## src/rtl/case2_stream_pkg.sv

```systemverilog
// Shared defaults, widths and types for the case-2 H_row / alpha_u_col stream endpoints.
package case2_stream_pkg;

  localparam int J_DEF       = 14;
  localparam int I_DEF       = 7;
  localparam int A_DEF       = 2;
  localparam int ALPHA_W_DEF = 16;

  localparam int J_WIDTH = $clog2(J_DEF) + 1;
  localparam int I_WIDTH = $clog2(I_DEF) + 1;

  typedef enum logic [1:0] {IDLE, RECV, DONE} rx_state_t;

  typedef logic [J_DEF-1:0]             h_row_t;
  typedef logic [A_DEF*ALPHA_W_DEF-1:0] alpha_col_t;

  // Saturating 16-bit accumulate used by the optional statistics counters.
  function automatic logic [15:0] sat_add16(input logic [15:0] a, input logic [1:0] b);
    logic [16:0] s;
    s = {1'b0, a} + {15'b0, b};
    return s[16] ? 16'hFFFF : s[15:0];
  endfunction

endpackage

```

## src/rtl/stream_frame_sink.sv

```systemverilog
// One stream of a frame: beat counter, tready, storage, tlast framing check and
// registered indexed readback (1-cycle latency, out-of-range index reads zero).
module stream_frame_sink #(
  parameter int N  = 7,
  parameter int W  = 14,
  parameter int CW = 4
) (
  input  logic          clk,
  input  logic          rst,
  input  logic          clr,
  input  logic          en,
  input  logic [W-1:0]  in_dat,
  input  logic          in_vld,
  input  logic          in_last,
  output logic          in_rdy,
  output logic          full_nxt,
  output logic          err,
  input  logic [CW-1:0] rd_idx,
  output logic [W-1:0]  rd_dat
);

  localparam int AW = (N > 1) ? $clog2(N) : 1;
  localparam logic [CW-1:0] N_C    = CW'(N);
  localparam logic [CW-1:0] LAST_C = CW'(N - 1);

  logic [W-1:0]  mem_q [N];
  logic [CW-1:0] cnt_q, cnt_d;
  logic          err_q, err_d;
  logic [W-1:0]  rd_dat_q, rd_dat_d;
  logic          beat;

  always_comb begin
    in_rdy = en && (cnt_q < N_C);
    beat   = in_rdy && in_vld;
    cnt_d  = cnt_q;
    err_d  = err_q;
    if (clr) begin
      cnt_d = '0;
      err_d = 1'b0;
    end else if (beat) begin
      cnt_d = cnt_q + 1'b1;
      // tlast must coincide exactly with the final beat index
      if (in_last != (cnt_q == LAST_C)) err_d = 1'b1;
    end
    full_nxt = (cnt_d == N_C);
    rd_dat_d = '0;
    if (rd_idx < N_C) rd_dat_d = mem_q[rd_idx[AW-1:0]];
  end

  always_ff @(posedge clk) begin
    if (rst) begin
      cnt_q    <= '0;
      err_q    <= 1'b0;
      rd_dat_q <= '0;
    end else begin
      cnt_q    <= cnt_d;
      err_q    <= err_d;
      rd_dat_q <= rd_dat_d;
    end
  end

  // Storage is deliberately not reset; validity is tracked by the owner.
  always_ff @(posedge clk) begin
    if (!rst && beat) mem_q[cnt_q[AW-1:0]] <= in_dat;
  end

  assign err    = err_q;
  assign rd_dat = rd_dat_q;

endmodule

```

## src/rtl/h_alpha_stream_rx.sv

```systemverilog
// Receive endpoint capturing one H / alpha_u frame with tlast checks and indexed readback.
// Optional RX_STATS_EN adds stat_cycles / stat_stalls RECV-phase counters.
module h_alpha_stream_rx
  import case2_stream_pkg::*;
#(
  parameter int J       = J_DEF,
  parameter int I       = I_DEF,
  parameter int A       = A_DEF,
  parameter int ALPHA_W = ALPHA_W_DEF
) (
  input  logic                   clk,
  input  logic                   rst,
  input  logic                   arm,
  input  logic [J-1:0]           H_row,
  input  logic                   H_row_tvalid,
  input  logic                   H_row_tlast,
  output logic                   H_row_tready,
  input  logic [A*ALPHA_W-1:0]   alpha_u_col,
  input  logic                   alpha_u_col_tvalid,
  input  logic                   alpha_u_col_tlast,
  output logic                   alpha_u_col_tready,
  output logic                   busy,
  output logic                   frame_done,
  output logic                   frame_valid,
  output logic                   err_h_last,
  output logic                   err_a_last,
  input  logic [$clog2(I):0]     rd_h_idx,
  output logic [J-1:0]           rd_h_row,
  input  logic [$clog2(J):0]     rd_a_idx,
  output logic [A*ALPHA_W-1:0]   rd_a_col
`ifdef RX_STATS_EN
  ,
  output logic [15:0]            stat_cycles,
  output logic [15:0]            stat_stalls
`endif
);

  localparam int J_W = $clog2(J) + 1;
  localparam int I_W = $clog2(I) + 1;

  rx_state_t state_q, state_d;
  logic      frame_done_q, frame_done_d;
  logic      frame_valid_q, frame_valid_d;
  logic      arm_go;
  logic      recv;
  logic      h_full_nxt, a_full_nxt;

  assign recv = (state_q == RECV);

  always_comb begin
    state_d       = state_q;
    frame_done_d  = 1'b0;
    frame_valid_d = frame_valid_q;
    arm_go        = 1'b0;
    case (state_q)
      IDLE: begin
        if (arm) begin
          state_d = RECV;
          arm_go  = 1'b1;
        end
      end
      RECV: begin
        // Frame ends on counts alone; tlast only feeds the error flags.
        if (h_full_nxt && a_full_nxt) begin
          state_d       = DONE;
          frame_done_d  = 1'b1;
          frame_valid_d = 1'b1;
        end
      end
      DONE: begin
        if (arm) begin
          state_d       = RECV;
          arm_go        = 1'b1;
          frame_valid_d = 1'b0;
        end
      end
      default: state_d = IDLE;
    endcase
  end

  always_ff @(posedge clk) begin
    if (rst) begin
      state_q       <= IDLE;
      frame_done_q  <= 1'b0;
      frame_valid_q <= 1'b0;
    end else begin
      state_q       <= state_d;
      frame_done_q  <= frame_done_d;
      frame_valid_q <= frame_valid_d;
    end
  end

  stream_frame_sink #(.N(I), .W(J), .CW(I_W)) u_h_sink (
    .clk      (clk),
    .rst      (rst),
    .clr      (arm_go),
    .en       (recv),
    .in_dat   (H_row),
    .in_vld   (H_row_tvalid),
    .in_last  (H_row_tlast),
    .in_rdy   (H_row_tready),
    .full_nxt (h_full_nxt),
    .err      (err_h_last),
    .rd_idx   (rd_h_idx),
    .rd_dat   (rd_h_row)
  );

  stream_frame_sink #(.N(J), .W(A*ALPHA_W), .CW(J_W)) u_a_sink (
    .clk      (clk),
    .rst      (rst),
    .clr      (arm_go),
    .en       (recv),
    .in_dat   (alpha_u_col),
    .in_vld   (alpha_u_col_tvalid),
    .in_last  (alpha_u_col_tlast),
    .in_rdy   (alpha_u_col_tready),
    .full_nxt (a_full_nxt),
    .err      (err_a_last),
    .rd_idx   (rd_a_idx),
    .rd_dat   (rd_a_col)
  );

  assign busy        = recv;
  assign frame_done  = frame_done_q;
  assign frame_valid = frame_valid_q;

`ifdef RX_STATS_EN
  logic [15:0] stat_cycles_q, stat_cycles_d;
  logic [15:0] stat_stalls_q, stat_stalls_d;
  logic [1:0]  stall_inc;

  always_comb begin
    stall_inc     = {1'b0, H_row_tready & ~H_row_tvalid}
                  + {1'b0, alpha_u_col_tready & ~alpha_u_col_tvalid};
    stat_cycles_d = stat_cycles_q;
    stat_stalls_d = stat_stalls_q;
    if (arm_go) begin
      stat_cycles_d = '0;
      stat_stalls_d = '0;
    end else if (recv) begin
      stat_cycles_d = sat_add16(stat_cycles_q, 2'd1);
      stat_stalls_d = sat_add16(stat_stalls_q, stall_inc);
    end
  end

  always_ff @(posedge clk) begin
    if (rst) begin
      stat_cycles_q <= '0;
      stat_stalls_q <= '0;
    end else begin
      stat_cycles_q <= stat_cycles_d;
      stat_stalls_q <= stat_stalls_d;
    end
  end

  assign stat_cycles = stat_cycles_q;
  assign stat_stalls = stat_stalls_q;
`endif

endmodule

```

## config.mk

```make
export PLATFORM = sky130hd
export DESIGN_NAME = h_alpha_stream_rx
export DESIGN_NICKNAME = d
export VERILOG_FILES = /design/src/rtl/case2_stream_pkg.sv /design/src/rtl/stream_frame_sink.sv /design/src/rtl/h_alpha_stream_rx.sv
export SDC_FILE = /design/constraint.sdc
export NUM_CORES = 1
export LEC_CHECK = 0
export ABC_CLOCK_PERIOD_IN_PS = 5700
export CAP_MARGIN = 20
export CORE_ASPECT_RATIO = 1.2
export CORE_MARGIN = 10
export CORE_UTILIZATION = 25
export DETAILED_ROUTE_END_ITERATION = 10
export PLACE_DENSITY = 0.43
export SYNTH_ARGS = -nofsm -noshare
export SYNTH_HDL_FRONTEND = slang
export SYNTH_SLANG_ARGS = --single-unit
export TNS_END_PERCENT = 20
```

## constraint.sdc

```tcl
create_clock -name clk -period 5.7 [get_ports clk]
set_clock_uncertainty 0.05 [all_clocks]
set_input_delay 1.14 -clock clk [delete_from_list [all_inputs] [get_ports clk]]
set_output_delay 1.14 -clock clk [all_outputs]
set_load 0.01 [all_outputs]
```

# Word level (Yosys, flattened, before mapping)
# Memories as Yosys holds them, arrays and structs flattened. A register that Yosys moved wholly into a read port is not among the register bits.
# Index checks and enable logic that the tools add are counted.
dict set report word_totals {
  regBits 15
  latchBits 0
  mem_bits_rw 546
  romBits 0
  input_bits 62
  output_inout_bits 53
  word_cells 65
  mem_count 2
}
dict set report classes {
  addsub 2
  multipliers 0
  div 0
  magnitude_cmp 4
  n_eq_ne 11
  shift 0
  muxes 17
  bitwise_logic 3
  n_reduce_logical 19
}
# name depth width read_ports rd_ports_with_merged_regs wr line_no
set memory_table {}
lappend memory_table {u_a_sink.mem_q 14 32 1 1 1 stream_frame_sink.sv:26} ;# logic [W-1:0] mem_q [N];
lappend memory_table {u_h_sink.mem_q 7 14 1 1 1 stream_frame_sink.sv:26}
# op n
set op_table {}
lappend op_table {{== test 5 x 4 -> 1 bit, second input constant} 2}
lappend op_table {{less-than comparator 5 x 4 -> 1 bit, second input constant} 2}
lappend op_table {{2-to-1 mux 5 bit} 2}
lappend op_table {{OR reduction 2 bit} 5}
lappend op_table {{2-to-1 mux 1 bit} 9}
lappend op_table {{== test 4 x 3 -> 1 bit, second input constant} 2}
lappend op_table {{less-than comparator 4 x 3 -> 1 bit, second input constant} 2}
lappend op_table {{2-to-1 mux 4 bit} 2}
lappend op_table {{logical AND 1 bit} 7}
lappend op_table {{AND reduction 2 bit} 3}
lappend op_table {{adder 5 x 1 -> 5 bit, second input constant} 1}
lappend op_table {{adder 4 x 1 -> 4 bit, second input constant} 1}
lappend op_table {{2-to-1 mux 2 bit} 2}
lappend op_table {{inequality test 2 bit, second input constant} 2}
lappend op_table {{one-hot mux 2 bit (2 select lines)} 1}
lappend op_table {{inverter 1 bit} 3}
lappend op_table {{AND reduction 3 bit} 1}
lappend op_table {{== test 2 x 1 -> 1 bit, second input constant} 1}
lappend op_table {{== test 2 bit, second input constant} 1}
lappend op_table {{logical NOT 2 bit} 1}
lappend op_table {{inequality test 1 bit} 2}
lappend op_table {{inequality test 2 x 1 -> 1 bit, second input constant} 1}
lappend op_table {{one-hot mux 1 bit (2 select lines)} 1}
lappend op_table {{nonzero test 2 bit} 1}
lappend op_table {{logical NOT 1 bit} 1}

# Logic depth before layout (Yosys ltp)
dict set report depth {
  depth_word 9
  mapped_depth 8
  depth_no_buf 7
}

# Modules after synthesis
# Synthesis repeated with hierarchy kept, for this count alone.
dict set report hier_totals {
  hier_cells 1250
  hier_area_um2 23684.0
}
# module n_inst cells_per_inst area_each_um2 seq_area_each_um2
set by_module_without_submodules {}
lappend by_module_without_submodules {{stream_frame_sink (u_a_sink)} 1 990 19100.8 14213.6}
lappend by_module_without_submodules {{stream_frame_sink (u_h_sink)} 1 244 4439.3 3323.2}
lappend by_module_without_submodules {h_alpha_stream_rx 1 16 143.9 80.1}

# Worst setup path after synthesis
# Ideal clock, no wire load.
dict set report synth_timing {
  kind {input port to flip-flop}
  startpoint {input port rst}
  endpoint {memory u_a_sink.mem_q[0][0] in the netlist's numbering (enable)}
  setup_ns 0.461
  arrival_ns 3.850
  required_ns 5.189
  slack_ns 1.339
  cell_stages 4
  path_buffers 1
  cell_sequence {clkbuf_1 nor2_1 nand2_1 nor3_1}
}
dict set report synth_via {
  elab_chain_cells 4
}
# element line_no
set synth_rtl {}
lappend synth_rtl {{start: declaration} h_alpha_stream_rx.sv:12} ;# input logic rst,
lappend synth_rtl {{logical NOT 1 bit} stream_frame_sink.sv:64} ;# if (!rst && beat) mem_q[cnt_q[AW-1:0]] <= in_dat;
lappend synth_rtl {{logical AND 1 bit} stream_frame_sink.sv:64}
lappend synth_rtl {{2-to-1 mux 1 bit} stream_frame_sink.sv:64}
lappend synth_rtl {{2-to-1 mux 1 bit (not written as such)} stream_frame_sink.sv:64}
lappend synth_rtl {{end: declaration} stream_frame_sink.sv:26}
# Every way passes these cells.

# Worst setup path in the final report
dict set report layout_timing {
  startpoint {register u_h_sink.cnt_q[0]}
  endpoint {output port H_row_tready}
}
dict set report layout_via {
  elab_chain_cells 2
}
# element line_no
set layout_rtl {}
lappend layout_rtl {{start: declaration} stream_frame_sink.sv:27} ;# logic [CW-1:0] cnt_q, cnt_d;
lappend layout_rtl {{start signal: assignment} stream_frame_sink.sv:56} ;# cnt_q <= cnt_d;
lappend layout_rtl {{less-than comparator 4 x 3 -> 1 bit} stream_frame_sink.sv:33} ;# in_rdy = en && (cnt_q < N_C);
lappend layout_rtl {{logical AND 1 bit} stream_frame_sink.sv:33}
lappend layout_rtl {{end: declaration} h_alpha_stream_rx.sv:17} ;# output logic H_row_tready,
# Every way passes these cells.

==> impl_metrics.yaml <==
placement:
  pre_cts_ws_ns: 1.68
  dp_hpwl_mm: 31.8
  portBuffers: 114
  gp_congestion: 0.696
routing:
  drc_errors: 0
  dr.first_iter.drc_count: 782
  vias: 10700
  via_per_inst: 4.39
  routed_wl_mm: 55.8
  avgRoutedWirePerCell_um: 22.9
  drtAntennaViolNets: 0
  first_pass_iters: 5
layout:
  final_util_pct: 30.6
  fillers: 8732
  areaGrowthSynthToFinish_pct: 21.8
  diodes: 0
  final_nets: 1285
  drive_gt1_share_pct: 25.8
logic_synthesis:
  yosysWarnings: 0
  syn_inst: 1051
  postSynthNetCount: 1119
  ys_types: 44
  synth_top_area_share_pct: 71.9
  synth_ff_type: "edfxtp_1"
  synth_top_area_cell: "edfxtp_1"
  synthTopCellsByArea: "edfxtp_1, mux4_2, dfxtp_1"
  syn-cell-area_um2: 22800
  avgSynthCellArea_um2: 21.7
  ys_ff_latch: 607
  synth-edff-count: 546
  synthArstFlopShare_pct: 0
  yosysSeqAreaShare_pct: 77.2
clock_network:
  cts-htree-levels: 3
  cts_buffer_depth: 3
  hold_buffers: 0
  cts_buffers: 69
  clkTransAtPathRegs_ns: 0.06
  cts_tree: "yes"
  cts_setup_buffers: 0
  clkLatencyLatePin_ns: 0.61
  post_cts_resized: 0
  clock_sinks: 607
  ctsRootBufferMaster: "clkbuf_16"
sta:
  timing.final.hold_violations: 0
  final.min_clock_period_ns: 3.44
  fin_ws_ns: 2.26
  worst_pin_slew_ns: 1.07
  setup-tns-final_ns: 0
  drv_slew: 0
  fmax_mhz: 290
  rsz0062_at_grt: "no"
  slew_headroom_pct: 29.0
  whs_ns: 0.421
  fin_crit_sh_pct: 60.4
  setup_viol: 0
critical_path:
  critPathLaunchType: "flip-flop"
  cp_max_fo: 9
  cp.required_ns: 4.51
  reg2reg_from: "u_a_sink.cnt_q[1]"
  worstSetupPathType: "flip-flop to primary output"
  reg2reg_slack_ns: 3.09
  worstPathArrival_ns: 2.25
  endpoint_kind: "primary output"
  crit_path_start: "u_h_sink.cnt_q[0]"
global_route:
  overflow: 0
  grt_first_pass_wirelength_mm: 82.0
  grt_max_degree: 68
  grt_pass1_vias: 11800
  grtUsageTotal_pct: 10.8
  antenna_found_initial: 9
floorplan:
  die_h_um: 351
  start_util_pct: 25.2
  die_w_um: 296
  design.portCount: 115
  core_region_area_um2: 90700
  rows: 121
  dieArea_um2: 104000
pwr:
  p_comb_share_pct: 4.6
  switching_share_pct: 20.4
  leakagePower_uw: 0.00871
  p_total_uw: 9730
  internal-power_uw: 7740
  ir_worst_vdd_v: 0.000164
  clkPwrFrac_pct: 45.2
  p_sw_uw: 1990
  p_per_area_nw_per_um2: 350
  power.share.sequential_pct: 50.3
min_path:
  min_path_type: "flip-flop to flip-flop"
  min_from: "u_a_sink.err"
job:
  maxCapViolCount: 0
run_status:
  outcome: "completed"
==> cell type report <==
type                    count  area (um^2)  area share (%)
well taps                1168         1460            5.26
clock buffers             101         1910            6.87
inverters                   9         33.8           0.122
repair buffers            149         1440            5.18
clock inverters            26          325            1.17
flip-flops and latches    607        17600            63.4
multi-input cells         381         5000            18.0
==> path summary, 6_finish.rpt <==
check / to / cells after the start
setup / recovery: H_row_tready / 3
setup reg to reg: u_a_sink.mem_q[7][8] / 4
hold reg to reg: u_a_sink.err / 2
hold / removal: u_a_sink.err / 2
==> state kept, by name (all words and copies together), names as in the netlist <==
signal and count:
u_a_sink.err 1, u_a_sink.rd_dat 32, frame_done 1, state_q 2
u_a_sink.mem_q 448, u_h_sink.cnt_q 4, u_h_sink.err 1, u_a_sink.cnt_q 5
u_h_sink.rd_dat 14, u_h_sink.mem_q 98, frame_valid 1
==> cells by family (layout without fill, tap and decap cells) <==
kind of cell | after synthesis | count (layout) | share of synthesized area [%]
DFF | 607 | 607 | 77.2
muxes | 204 | 204 | 16.9
and+or+nand+nor | 129 | 129 | 2.92
buffers and inverters | 63 | 285 | 1.39
AOI/OAI and AO/OA | 38 | 38 | 1.06
adders and majority gates | 6 | 6 | 0.329
xor gates and xnor gates | 4 | 4 | 0.154
==> per-layer routing <==
layer	GRT usage [%]	vias to the layer above	wire (um)
li1	-	4657	-
met1	13.3	5720	23500
met2	18.1	240	27800
met3	3.18	90	3340
met4	3.06	14	1130
met5	0	-	84
==> cells in the final DEF (no fill, tap or decap), types with 3 or more instances in the layout <==
master           instances
a21oi_1                  7
a41oi_1                  3
and3_1                   4
buf_12                   4
buf_2                    3
buf_4                   32
bufinv_16                7
clkbuf_1                27
clkbuf_16               70
clkbuf_8                 5
clkdlybuf4s50_1        109
clkinv_1                 8
clkinv_2                 5
dfxtp_1                 61
edfxtp_1               546
ha_1                     6
inv_1                    9
inv_6                    4
mux2_2                  33
mux2i_1                 29
mux4_2                 142
nand2_1                 24
nand2b_1                 6
nor2_1                  29
nor2_4                   8
nor2b_1                 33
nor3_2                   7
nor4_2                   4
o21ai_0                 17
xnor2_1                  3
==> cells in the mapped netlist (4+ instances only) <==
library cell and instances:
mux4_2 142, a21oi_1 7, buf_4 5, nand2_1 24
nor3_1 7, mux2i_1 29, nand2b_1 6, nor2_1 37
o21ai_0 17, ha_1 6, nor2b_1 33, buf_6 6
buf_2 13, nor4_1 4, mux2_2 33, edfxtp_1 546
and3_1 4, dfxtp_1 61, clkbuf_1 29, inv_1 9
==> per-stage QoR <==
stage          instances  area (um^2)
2_1_floorplan       1051        22800
3_3_place_gp        2312        25500
3_5_place_dp        2313        25500
4_1_cts             2440        27800
5_1_grt             2441        27800
6_report            2441        27800
==> critical path: stages, from the launching register on <==
cell and delay [ns]:
dfxtp_1 0.41, ha_1 0.32, a211oi_1 0.33, clkdlybuf4s50_1 0.60
==> power groups by stage <==
stage	logic (uW)	clock network (uW)	registers (uW)
finish	443	4390	4890
detailed placement	458	0	4990
floorplan	233	0	4990
global placement	453	0	4990
global route	484	4710	4890
CTS	460	4530	4890
(Power assumes the default switching activity.)
